<file path="src/rtl/lpif_txrx_x2_asym1_full_dstrm_tx.sv">
// ---------------------------------------------------------------------------
// lpif_txrx_x2_asym1_full_dstrm_tx
//
// Master-end downstream transmitter for the x2 asym1 full LPIF link.
// The 75-bit LPIF downstream word is registered (stage 1). It is then packed
// into two 40-bit PHY lanes (stage 2): bit 39 of each lane is the marker,
// bit 0 is the strobe, and bits 38:1 carry 38 word bits per lane.
// An OFFLINE/SYNC/ONLINE sequencer gates which words reach the pins:
//   OFFLINE : lanes all zero
//   SYNC    : SYNC_CYCLES idle words (payload zero, marker + strobe present)
//   ONLINE  : stage-1 word packed verbatim
// The input-to-pin latency is two cycles.
//
// Parameters
//   STB_INTERVAL  cycles between strobe insertions (2..255)
//   SYNC_CYCLES   idle+strobe words sent before data (1..65535)
//
// Ports
//   clk_wr           link clock
//   rst_wr_n         asynchronous active-low reset
//   tx_online        PHY tx ready; low forces OFFLINE on the next edge
//   tx_mrk_userbit   marker slot value (every SYNC/ONLINE word)
//   tx_stb_userbit   strobe slot value on strobe cycles
//   dstrm_*          LPIF downstream word fields
//   tx_phy0/1        lane 0 / lane 1 (word bits 37:0 / 75:38)
//   tx_link_up       high while words are being packed in ONLINE
//   tx_debug_status  {state[1:0], 2'b0, drop_cnt[11:0], word_cnt[15:0]},
//                    one cycle behind the live state and counters
// ---------------------------------------------------------------------------
module lpif_txrx_x2_asym1_full_dstrm_tx #(
  parameter int STB_INTERVAL = 16,
  parameter int SYNC_CYCLES  = 32
) (
  input  logic        clk_wr,
  input  logic        rst_wr_n,
  input  logic        tx_online,
  input  logic        tx_mrk_userbit,
  input  logic        tx_stb_userbit,
  input  logic [3:0]  dstrm_state,
  input  logic [1:0]  dstrm_protid,
  input  logic [63:0] dstrm_data,
  input  logic        dstrm_dvalid,
  input  logic [1:0]  dstrm_crc,
  input  logic        dstrm_crc_valid,
  input  logic        dstrm_valid,
  output logic [39:0] tx_phy0,
  output logic [39:0] tx_phy1,
  output logic        tx_link_up,
  output logic [31:0] tx_debug_status
);

  localparam int          LANES        = 2;
  localparam int          LANE_PAYLOAD = 38;
  localparam logic [7:0]  STB_LAST     = 8'(STB_INTERVAL - 1);
  localparam logic [15:0] SYNC_LAST    = 16'(SYNC_CYCLES - 1);

  // Encoding is visible in tx_debug_status, so it is fixed explicitly.
  typedef enum logic [1:0] {
    ST_OFFLINE = 2'd0,
    ST_SYNC    = 2'd1,
    ST_ONLINE  = 2'd2
  } seq_state_t;

  seq_state_t               state_reg;
  seq_state_t               state_next;
  logic [15:0]              sync_cnt_reg;
  logic [15:0]              sync_cnt_next;
  logic [7:0]               stb_cnt_reg;
  logic [7:0]               stb_cnt_next;
  logic [7:0]               stb_cnt_step;

  logic [74:0]              s1_word_reg;
  logic                     s1_valid;

  logic                     lane_en;     // marker/strobe slots active
  logic                     payload_en;  // stage-1 word reaches the lanes
  logic                     stb_slot;
  logic [75:0]              word_ext;
  logic [LANES-1:0][39:0]   lane_next;
  logic [LANES-1:0][39:0]   lane_reg;

  logic                     link_up_reg;
  logic                     link_up_next;
  logic [15:0]              word_cnt_reg;
  logic [15:0]              word_cnt_next;
  logic [11:0]              drop_cnt_reg;
  logic [11:0]              drop_cnt_next;
  logic [31:0]              status_reg;
  logic [31:0]              status_next;

  // -------------------------------------------------------------------------
  // Stage 1: capture the downstream word every cycle. Nothing downstream
  // depends on its reset value because the sequencer starts OFFLINE and the
  // counters are held in reset, so it is left without a reset.
  // -------------------------------------------------------------------------
  always_ff @(posedge clk_wr) begin
    s1_word_reg <= {dstrm_state, dstrm_protid, dstrm_data, dstrm_dvalid,
                    dstrm_crc, dstrm_crc_valid, dstrm_valid};
  end

  assign s1_valid = s1_word_reg[0];

  // -------------------------------------------------------------------------
  // Sequencer
  // -------------------------------------------------------------------------
  assign stb_cnt_step = (stb_cnt_reg == STB_LAST) ? 8'd0 : stb_cnt_reg + 8'd1;

  always_comb begin
    state_next    = state_reg;
    sync_cnt_next = sync_cnt_reg;
    stb_cnt_next  = stb_cnt_reg;
    lane_en       = 1'b0;
    payload_en    = 1'b0;

    case (state_reg)
      ST_OFFLINE: begin
        if (tx_online) begin
          state_next    = ST_SYNC;
          sync_cnt_next = 16'd0;
          // Restart the strobe phase so the first SYNC word carries strobe.
          stb_cnt_next  = 8'd0;
        end
      end
      ST_SYNC: begin
        lane_en       = 1'b1;
        stb_cnt_next  = stb_cnt_step;
        sync_cnt_next = sync_cnt_reg + 16'd1;
        if (sync_cnt_reg == SYNC_LAST) begin
          state_next = ST_ONLINE;
        end
      end
      ST_ONLINE: begin
        lane_en      = 1'b1;
        payload_en   = 1'b1;
        stb_cnt_next = stb_cnt_step;
      end
      default: begin
        // Unused encoding: fall back to OFFLINE with quiet lanes.
        state_next = ST_OFFLINE;
      end
    endcase

    // Losing the PHY overrides everything: the word now leaving stage 1 is
    // discarded and the lanes go quiet on this same edge.
    if (!tx_online) begin
      state_next = ST_OFFLINE;
      lane_en    = 1'b0;
      payload_en = 1'b0;
    end
  end

  always_ff @(posedge clk_wr or negedge rst_wr_n) begin
    if (!rst_wr_n) begin
      state_reg    <= ST_OFFLINE;
      sync_cnt_reg <= 16'd0;
      stb_cnt_reg  <= 8'd0;
    end else begin
      state_reg    <= state_next;
      sync_cnt_reg <= sync_cnt_next;
      stb_cnt_reg  <= stb_cnt_next;
    end
  end

  // -------------------------------------------------------------------------
  // Stage 2: lane packing. Bit 75 of the extended word is a constant pad so
  // lane 1 carries exactly 38 bits like lane 0.
  // -------------------------------------------------------------------------
  assign stb_slot = (stb_cnt_reg == 8'd0) ? tx_stb_userbit : 1'b0;
  assign word_ext = payload_en ? {1'b0, s1_word_reg} : 76'd0;

  genvar gi;
  generate
    for (gi = 0; gi < LANES; gi++) begin : g_lane
      assign lane_next[gi] = lane_en
        ? {tx_mrk_userbit, word_ext[LANE_PAYLOAD*gi +: LANE_PAYLOAD], stb_slot}
        : 40'd0;
    end
  endgenerate

  always_ff @(posedge clk_wr or negedge rst_wr_n) begin
    if (!rst_wr_n) begin
      lane_reg <= '0;
    end else begin
      lane_reg <= lane_next;
    end
  end

  assign tx_phy0 = lane_reg[0];
  assign tx_phy1 = lane_reg[1];

  // -------------------------------------------------------------------------
  // Link status and statistics. A valid word leaving stage 1 is either sent
  // (ONLINE with PHY ready) or dropped; the drop counter sticks at all-ones.
  // -------------------------------------------------------------------------
  assign link_up_next  = payload_en;
  assign word_cnt_next = word_cnt_reg + 16'(payload_en & s1_valid);
  assign drop_cnt_next = (!payload_en && s1_valid && (drop_cnt_reg != 12'hFFF))
                         ? drop_cnt_reg + 12'd1
                         : drop_cnt_reg;
  assign status_next   = {state_reg, 2'b00, drop_cnt_reg, word_cnt_reg};

  always_ff @(posedge clk_wr or negedge rst_wr_n) begin
    if (!rst_wr_n) begin
      link_up_reg  <= 1'b0;
      word_cnt_reg <= 16'd0;
      drop_cnt_reg <= 12'd0;
      status_reg   <= 32'd0;
    end else begin
      link_up_reg  <= link_up_next;
      word_cnt_reg <= word_cnt_next;
      drop_cnt_reg <= drop_cnt_next;
      status_reg   <= status_next;
    end
  end

  assign tx_link_up      = link_up_reg;
  assign tx_debug_status = status_reg;

endmodule
</file>
<file path="config.mk">
export PLATFORM = sky130hd
export DESIGN_NAME = lpif_txrx_x2_asym1_full_dstrm_tx
export DESIGN_NICKNAME = d
export VERILOG_FILES = /design/src/rtl/lpif_txrx_x2_asym1_full_dstrm_tx.sv
export SDC_FILE = /design/constraint.sdc
export NUM_CORES = 1
export LEC_CHECK = 0
export ABC_AREA = 0
export CORE_MARGIN = 3
export CORE_UTILIZATION = 54
export CTS_BUF_LIST = sky130_fd_sc_hd__clkbuf_4 sky130_fd_sc_hd__clkbuf_8
export DETAILED_ROUTE_END_ITERATION = 12
export PLACE_DENSITY = 0.84
export SETUP_SLACK_MARGIN = 0.1
export SYNTH_ARGS = -nofsm -noshare
export SYNTH_HDL_FRONTEND = slang
export SYNTH_SLANG_ARGS = --single-unit
</file>
<file path="constraint.sdc">
create_clock -name clk_wr -period 4.9 [get_ports clk_wr]
set_input_delay 0.49 -clock clk_wr [delete_from_list [all_inputs] [get_ports clk_wr]]
set_output_delay 0.49 -clock clk_wr [all_outputs]
set_load 0.005 [all_outputs]
</file>
; After elaboration in Yosys (flattened, before gate mapping)
; Cells that the tools add are included.
[classes]
n_addsub = 4
n_mul = 0
div_mod_pow = 0
magnitude_cmp = 0
n_eq_ne = 8
n_shift = 0
n_mux = 16
bitwise_logic = 1
reduce_logical = 11
[ops]
columns = op, n
row1 = $mux W40, 2
row2 = $mux W75, 1
row3 = $pmux W16 S2, 1
row4 = $add A16 B1 Y16, 1
row5 = $add A16 B1 Y16 const B, 1
row6 = $eq A16 B5 Y1 const B, 1
row7 = $mux W16, 1
row8 = $mux W8, 2
row9 = $pmux W8 S2, 1
row10 = $add A12 B1 Y12 const B, 1
row11 = $ne A12 B12 Y1 const B, 1
row12 = $add A8 B1 Y8 const B, 1
row13 = $eq A8 B4 Y1 const B, 1
row14 = $logic_not A8 Y1, 1
row15 = $pmux W2 S3, 1
row16 = $reduce_and A2 Y1, 3
row17 = $mux W1, 5
row18 = $mux W2, 2
row19 = $ne A2 B2 Y1 const B, 2
row20 = $reduce_bool A2 Y1, 2
row21 = $ne A3 B3 Y1 const B, 1
row22 = $eq A2 B1 Y1 const B, 1
row23 = $eq A2 B2 Y1 const B, 1
row24 = $logic_and A1 B1 Y1, 2
row25 = other kinds (4), 4
[word_totals]
ff_bits = 240
latchBits = 0
mem_bits_rw = 0
mem_bits_ro = 0
in_bits = 80
output_inout_bits = 113
elab_cells = 50
memories = 0

; Logic depth before layout (Yosys ltp)
; Gate-level depths: netlist of the first run.
[logic_depth]
depth_word = 6
depth_mapped = 9
mapped_depth_nobuf = 9

; Worst setup path after synthesis of the first run
; Ideal clock, no wire load.
[synth_path]
path_kind = input to register
start = input port tx_online
end = register word_cnt_reg[15]
arrival_time_ps = 1918
required_time_ps = 4777
setup_slack_ps = 2860
cell_stages = 7
path_buffers = 1
path_cell_list = clkbuf_1 and3_1 ha_1 nand2_1 nor4_1 nand3_1 xnor2_1
[synth_via]
elab_chain_cells = 3
[synth_rtl]
columns = element, line_no
row1 = "start, declared", 36  ; input logic tx_online,
row2 = $mux W1, 145  ; if (!tx_online) begin
row3 = $and A1 B1 Y1, 196  ; assign word_cnt_next = word_cnt_reg + 16'(payload_en & s1_valid);
row4 = $add A16 B1 Y16, 196
row5 = via word_cnt_next[15], 85  ; logic [15:0] word_cnt_next;
row6 = "end signal, assigned", 210  ; word_cnt_reg <= word_cnt_next;
row7 = "end, declared", 84  ; logic [15:0] word_cnt_reg;
; The timed path passes the listed nets, and every way through them passes these cells.
; A chain may end at the register's enable or synchronous reset.

; Final worst setup path of the first run
[layout_path]
start = register state_reg[0]
end = register word_cnt_reg[15]
[layout_via]
elab_chain_cells = 5
[layout_rtl]
columns = element, line_no
row1 = "start, declared", 64  ; seq_state_t state_reg;
row2 = "start signal, assigned", 158  ; state_reg <= state_next;
row3 = $eq A2 B2 Y1, 115  ; case (state_reg)
row4 = $mux W1, 115
row5 = $mux W1, 145
row6 = $and A1 B1 Y1, 196
row7 = $add A16 B1 Y16, 196
row8 = via word_cnt_next[15], 85
; The timed path passes the listed nets, and every way through them passes these cells.

==> results by group, run 1 <==
Run status
  – Run status: completed

Synth
  – EDFF count, synth: 0
  – Area leader, netlist: dfrtp_1
  – Post-Synth Adder-Cell Area: 0.01673
  – Avg Inst Size Synth: around 14 um^2
  – Unique masters post-synth: 47
  – Synth area leaders: dfrtp_1, dfxtp_1, and2_1
  – Register area share after synthesis: 0.7426
  – Seq cells post-synth: ~240
  – Top-area cell type share of the netlist area: 0.5419
  – Largest family of logic cells by synthesized area: simple AND/OR/NAND/NOR gates
  – Mapped cell area: between 7000 and 8000 um^2
  – Yosys Warn Count: 0
  – Top-count cell post-synth: dfrtp_1
  – Synth Flop Type: dfrtp_1
  – Compound-gate portion of the synthesized area: 0.03312
  – Post-Syn Instances: approximately 540
  – Top cells by count, synth: dfrtp_1, and2_1, dfxtp_1
  – Post-synthesis mux area share: 0.007192
  – Synth Area in XOR/XNOR: 0.03864
  – Synth Area in Simple Gates: 0.1450
  – Post-synthesis async set-or-reset flop share: 0.6835

Worst setup path
  – R2R cell count: 8
  – CP delay by family, top: simple AND/OR/NAND/NOR gates
  – Critical path endpoint category: flop
  – WP depth: 8
  – Required time of the critical path: between 5 and 6 ns
  – Most frequent CP cell: ha_1
  – Worst reg2reg endpoint: word_cnt_reg[15]
  – Worst Path Arrival: around 2.7 ns
  – Worst R2R Start: state_reg[0]
  – Max stage delay cell, worst path: nor4_1
  – R2R setup slack: about 2.6 ns
  – WS Path Type: flop to flop
  – Slowest cell delay on critical path: between 0.5 and 0.6 ns
  – Maximum fanout along the worst path: 6
  – CP cell instances: inv_1 > ha_1 > and3_1 > ha_1 > nand2_1 > nor4_1 > nand3_1 > xnor2_1
  – Crit path from: state_reg[0]
  – Critical path buffers and inverters: 1
  – CP endpoint: word_cnt_reg[15]
  – CP Launch Type: flop

Cells and area
  – Area of the multi-input gates: between 1500 and 2000 um^2
  – Area delta synth->final: 37.92%
  – Sequential cell area: 5555 um^2
  – Layout cell share with drive strength beyond 1: 0.09475
  – Fin nets: about 840
  – Fillers: 781
  – N_diodes: 0
  – Max reg flops: 75

STA
  – Worst-Margin Slew: between 1 and 1.5 ns
  – Slew HR: 0.3028
  – Setup-failing EPs final: 0
  – Setup TNS: 0 ns
  – Fmax: about 430 MHz
  – Unrepaired setup endpoints after global routing: false
  – Final min period: between 2 and 2.5 ns
  – Final period util: 0.4728
  – Final hold violations: 0
  – Slew Viols, Final: 0
  – Clk_skew: roughly 0.019 ns

Power
  – Power Dens Cells: between 400 and 500 nW/um^2
  – Power Total: approximately 0.0042 W
  – VDD IR max: about 320 uV
  – Pleak: ~4.7 nW

Die
  – Die height: around 120 um
  – Die area: between 15000 and 20000 um^2
  – Die Width: 123.7 um
  – Initial Utilization: 0.5583
  – I/O pins: around 190
  – Num rows: 42
  – Core box area: around 13000 um^2

Route
  – 1st-iter DRT viols: approximately 360
  – Final ANT Viol Nets: 0
  – Total Wirelength: about 17000 um
  – Total iterations of the first detailed-routing run: 4
  – Vias/cell: 5.032
  – Wire length per cell: between 15 and 20 um
  – Via count: a little under 5000
  – DRC viols: 0

Global route
  – All-Layer GR Usage: 0.2318
  – Vias in the first global route: roughly 5200
  – GR Overflow Total: 0
  – Initial antenna violation count: 1
  – First-pass GRT wire length: roughly 27000 um
  – Largest net degree at the start of global routing: roughly 110

Clocking
  – Worst-Skew Late Latency: 0.51 ns
  – CTS H-tree depth: 2
  – Root Buffer: clkbuf_8
  – Postcts setup bufs: 0
  – Total CTS buffers: 37
  – Clock Pin Slew Worst Setup and Hold Paths: approximately 0.060 ns
  – Clock Path Buffers: 3
  – Hold-fix buffers, CTS: 0
  – Clock Sinks: about 240
  – Post-CTS sizing: 0
  – CTS tree: yes

Placement
  – IO buf count: about 190
  – Detailed Place HPWL: around 11000 um
  – Global placement routability congestion: 0.8127

Worst hold path
  – HP Class: primary input to async pin

Job
  – Max-cap viol count: 0
worst min path at each step:
stage	slack [ns]	end	start
6_report	0.06	stb_cnt_reg[4]	rst_wr_n
5_1_grt	0.15	stb_cnt_reg[4]	rst_wr_n
4_1_cts	0.13	tx_phy0[22]	rst_wr_n
3_5_place_dp	0.40	tx_debug_status[0]	word_cnt_reg[0]
3_3_place_gp	0.38	tx_debug_status[0]	word_cnt_reg[0]
2_1_floorplan	0.19	drop_cnt_reg[0]	rst_wr_n
power breakdown:
part / switching [W] / internal, W
logic: 0.000140 / 0.000180
clock network: 0.000734 / 0.000974
registers: 0.0000814 / 0.00206
total: 0.000955 / 0.00321
per-stage QoR:
step	setup slack (ns)	hold slack [ns]	area, um^2	instances	utilization
after global routing	2.274	0.1477	10320	957	0.7699
final	2.583	0.06132	10320	957	0.7699
after CTS	2.621	0.1278	10320	957	0.7699
after floorplan	2.860	0.1944	7488	543	-
after detailed placement	2.194	0.3990	9523	890	0.7106
after global placement	2.257	0.3775	9523	890	0.7106
cell families after synthesis:
family	after synthesis
compound gates	35
other cells	1
mux	5
buf+inv	27
fa+ha+maj	10
simple gates	193
flops	237
xor+xnor	33
layer usage:
| metal | part of all wire | wire, um | track usage | up-vias |
|---|---|---|---|---|
| met5 | 0.00071 | 12 | 0 | - |
| met4 | 0.019 | 322 | 0.07751 | 2 |
| met3 | 0.10 | 1706 | 0.09855 | 31 |
| met2 | 0.51 | 8663 | 0.3991 | 216 |
| met1 | 0.37 | 6234 | 0.2594 | 2354 |
| li1 | - | - | - | 2213 |
layout make-up:
type                            instances  area share
Timing Repair Buffer                  191      0.1849
Inverter                                7    0.002547
Tap cell                              176     0.02134
Clock buffer                           59     0.07264
Sequential cell                       237      0.5384
Clock inverter                          8    0.004366
Multi-Input combinational cell        279      0.1757
placed cells by master, fill, tap and decap left out, types with 2 or more instances in the layout:
cell / instances
inv_1: 7
clkinv_2: 6
nand4b_1: 2
nor4_1: 9
mux2i_1: 4
or4_1: 2
nor2_1: 14
o21ai_0: 5
clkbuf_4: 10
nor3_1: 9
conb_1: 3
and4_1: 2
a32o_1: 2
nand2_1: 35
clkbuf_8: 49
dfxtp_1: 75
o31a_1: 3
buf_4: 2
a22o_1: 3
nand4_1: 7
or3_1: 3
dfrtp_1: 162
o31ai_1: 3
o21a_1: 2
xnor2_1: 22
a21oi_1: 5
ha_1: 10
o21ai_1: 4
and3_1: 7
nand2b_1: 3
xor2_1: 11
clkinvlp_4: 2
nand3_1: 16
and2_1: 76
clkdlybuf4s50_1: 188
nor4b_1: 2
Note: power is estimated with default switching activity, not from simulation.
==> run 2: changes to the inputs <==
- CORE_UTILIZATION: 54 -> 50
- PLACE_DENSITY: 0.84 -> 0.79
- clock period: 4.9 -> 2.3 ns (I/O delays scaled with it)
==> run 2 against run 1 <==
  * Flip-flop and latch count unchanged
  * Wire length down 7.7%
  * Critical path depth unchanged
  * Via count down 0.44%
  * Global-route usage down 3.8 points
  * Non-clock buffer count up 9
  * Count of clock-buffer cells in the layout up 1
  * Critical path type unchanged
  * Critical endpoint is now word_cnt_reg[10]
==> results by group, run 2 (synthesis gave the netlist of run 1 again) <==
Placement
  – Detailed Place HPWL: between 10000 and 15000 um
  – Placement Cell Area: ~9600 um^2
  – Worst slack, placed: around 0.14 ns
  – IO buf count: between 150 and 200
  – Global placement routability congestion: around 0.83

STA
  – Setup TNS: 0 ns
  – Clk_skew: slightly above 0.01 ns
  – Final min period: slightly above 2 ns
  – Final hold slack: roughly 0.16 ns
  – Slew HR: 0.4950
  – Unrepaired setup endpoints after global routing: false
  – Worst-Margin Slew: between 0.7 and 0.8 ns
  – Fmax: between 400 and 500 MHz
  – Final period util: 0.8840
  – Final hold violations: 0
  – Setup-failing EPs final: 0
  – Slew Viols, Final: 0
  – Final WS setup: 0.2668 ns

Cells and area
  – Max reg flops: between 70 and 80
  – Final Cell Area: roughly 10000 um^2
  – Commonest non-fill, non-tap cell in the layout: clkdlybuf4s50_1
  – N_diodes: 0
  – Fin nets: 852
  – Area delta synth->final: 39.64%
  – Layout cell share with drive strength beyond 1: 0.1079
  – Most frequent cells in the layout: clkdlybuf4s50_1, dfrtp_1, and2_1
  – Final Util: 0.7160

Global route
  – All-Layer GR Usage: 0.1937
  – GR Overflow Total: 0
  – First-pass GRT wire length: 25170 um
  – Largest net degree at the start of global routing: 75
  – Vias in the first global route: 5136
  – Initial antenna violation count: 0

Run status
  – Run status: completed

Job
  – Max-cap viol count: 0

Worst setup path
  – WS Path Type: flop to flop
  – Worst Path Arrival: around 2.5 ns
  – Required time of the critical path: roughly 2.7 ns
  – Critical path endpoint category: flop
  – Maximum fanout along the worst path: 4
  – CP Launch Type: flop

Power
  – Pleak: approximately 4.8 nW
  – Power Dens Cells: 845.9 nW/um^2
  – VDD IR max: ~720 uV

Worst hold path
  – HP Class: primary input to flop

Die
  – I/O pins: slightly below 200
  – Die height: about 130 um
  – Initial Utilization: 0.5128
  – Core box area: 14590 um^2
  – Die Width: around 130 um
  – Num rows: between 40 and 50
  – Die area: about 16000 um^2

Clocking
  – Postcts setup bufs: 0
  – Total CTS buffers: 37
  – Clock Path Buffers: 3
  – Worst-Skew Late Latency: around 0.51 ns
  – Root Buffer: clkbuf_8
  – CTS H-tree depth: 2
  – Clock Pin Slew Worst Setup and Hold Paths: roughly 0.060 ns
  – Clock Sinks: between 200 and 250
  – CTS tree: yes

Route
  – 1st-iter DRT viols: between 300 and 400
  – Wire length per cell: ~16 um
  – Via count: around 4800
  – Vias/cell: between 4 and 5
  – DRC viols: 0
  – Total Wirelength: 15630 um
  – Final ANT Viol Nets: 0
  – Total iterations of the first detailed-routing run: 4
-- run 2: final timing paths --
kind | startpoint | to | slack, ns | depth (start not counted)
worst max register to register | state_reg[0] | word_cnt_reg[10] | 0.27 | 8
worst min-delay path | dstrm_data[23] | s1_word_reg[28] | 0.16 | 1
min in group asynchronous | rst_wr_n | tx_phy1[39] | 0.23 | 2
worst min register to register | word_cnt_reg[0] | tx_debug_status[0] | 0.38 | 0
worst max-delay path | state_reg[0] | word_cnt_reg[10] | 0.27 | 8
max in group asynchronous | rst_wr_n | tx_phy0[9] | 1.42 | 3
-- run 2: final cells by class --
class                           count  area (um^2)
Inverter                            7        26.28
Fill cell                         900         4143
Clock inverter                      5        32.53
Clock buffer                       60        750.7
Multi-Input combinational cell    279         1836
Tap cell                          184        230.2
Timing Repair Buffer              200         2016
Sequential cell                   237         5555
-- run 2: repair_timing --
| item | CTS | global route |
|---|---|---|
| endpoints found under the hold margin | 43 | 0 |
| resized for setup | 0 | 6 |
| hold buffers | 1 | 0 |
| endpoints found under the setup margin | 0 | 6 |
-- run 2: worst max-delay path, cell delays in order, from the launching register on --
cell	delay, ns
dfrtp_1	0.42
inv_2	0.09
ha_1	0.17
and3_1	0.17
ha_2	0.22
ha_2	0.22
nand3_1	0.15
nor3_1	0.30
xor2_1	0.21
-- run 2: through the flow --
stage,total power (W),std cells
2_1_floorplan,0.004890,543
3_3_place_gp,0.005296,906
3_5_place_dp,0.005343,906
4_1_cts,0.008963,972
5_1_grt,0.009218,972
6_report,0.008836,972
-- run 2: report_power, final --
part | internal (W) | switching [W]
sequential | 0.00438 | 0.000173
combinational | 0.000409 | 0.000298
clock | 0.00207 | 0.00150
-- run 2: layer usage --
layer / part of all wire / wire length (um) / vias to the layer above / global-route usage
li1: - / - / 2236 / -
met2: 0.48 / 7512 / 223 / 0.3157
met3: 0.13 / 2064 / 28 / 0.1133
met5: 0 / 0 / - / 0
met4: 0.016 / 248 / 0 / 0.05243
met1: 0.37 / 5802 / 2308 / 0.2182
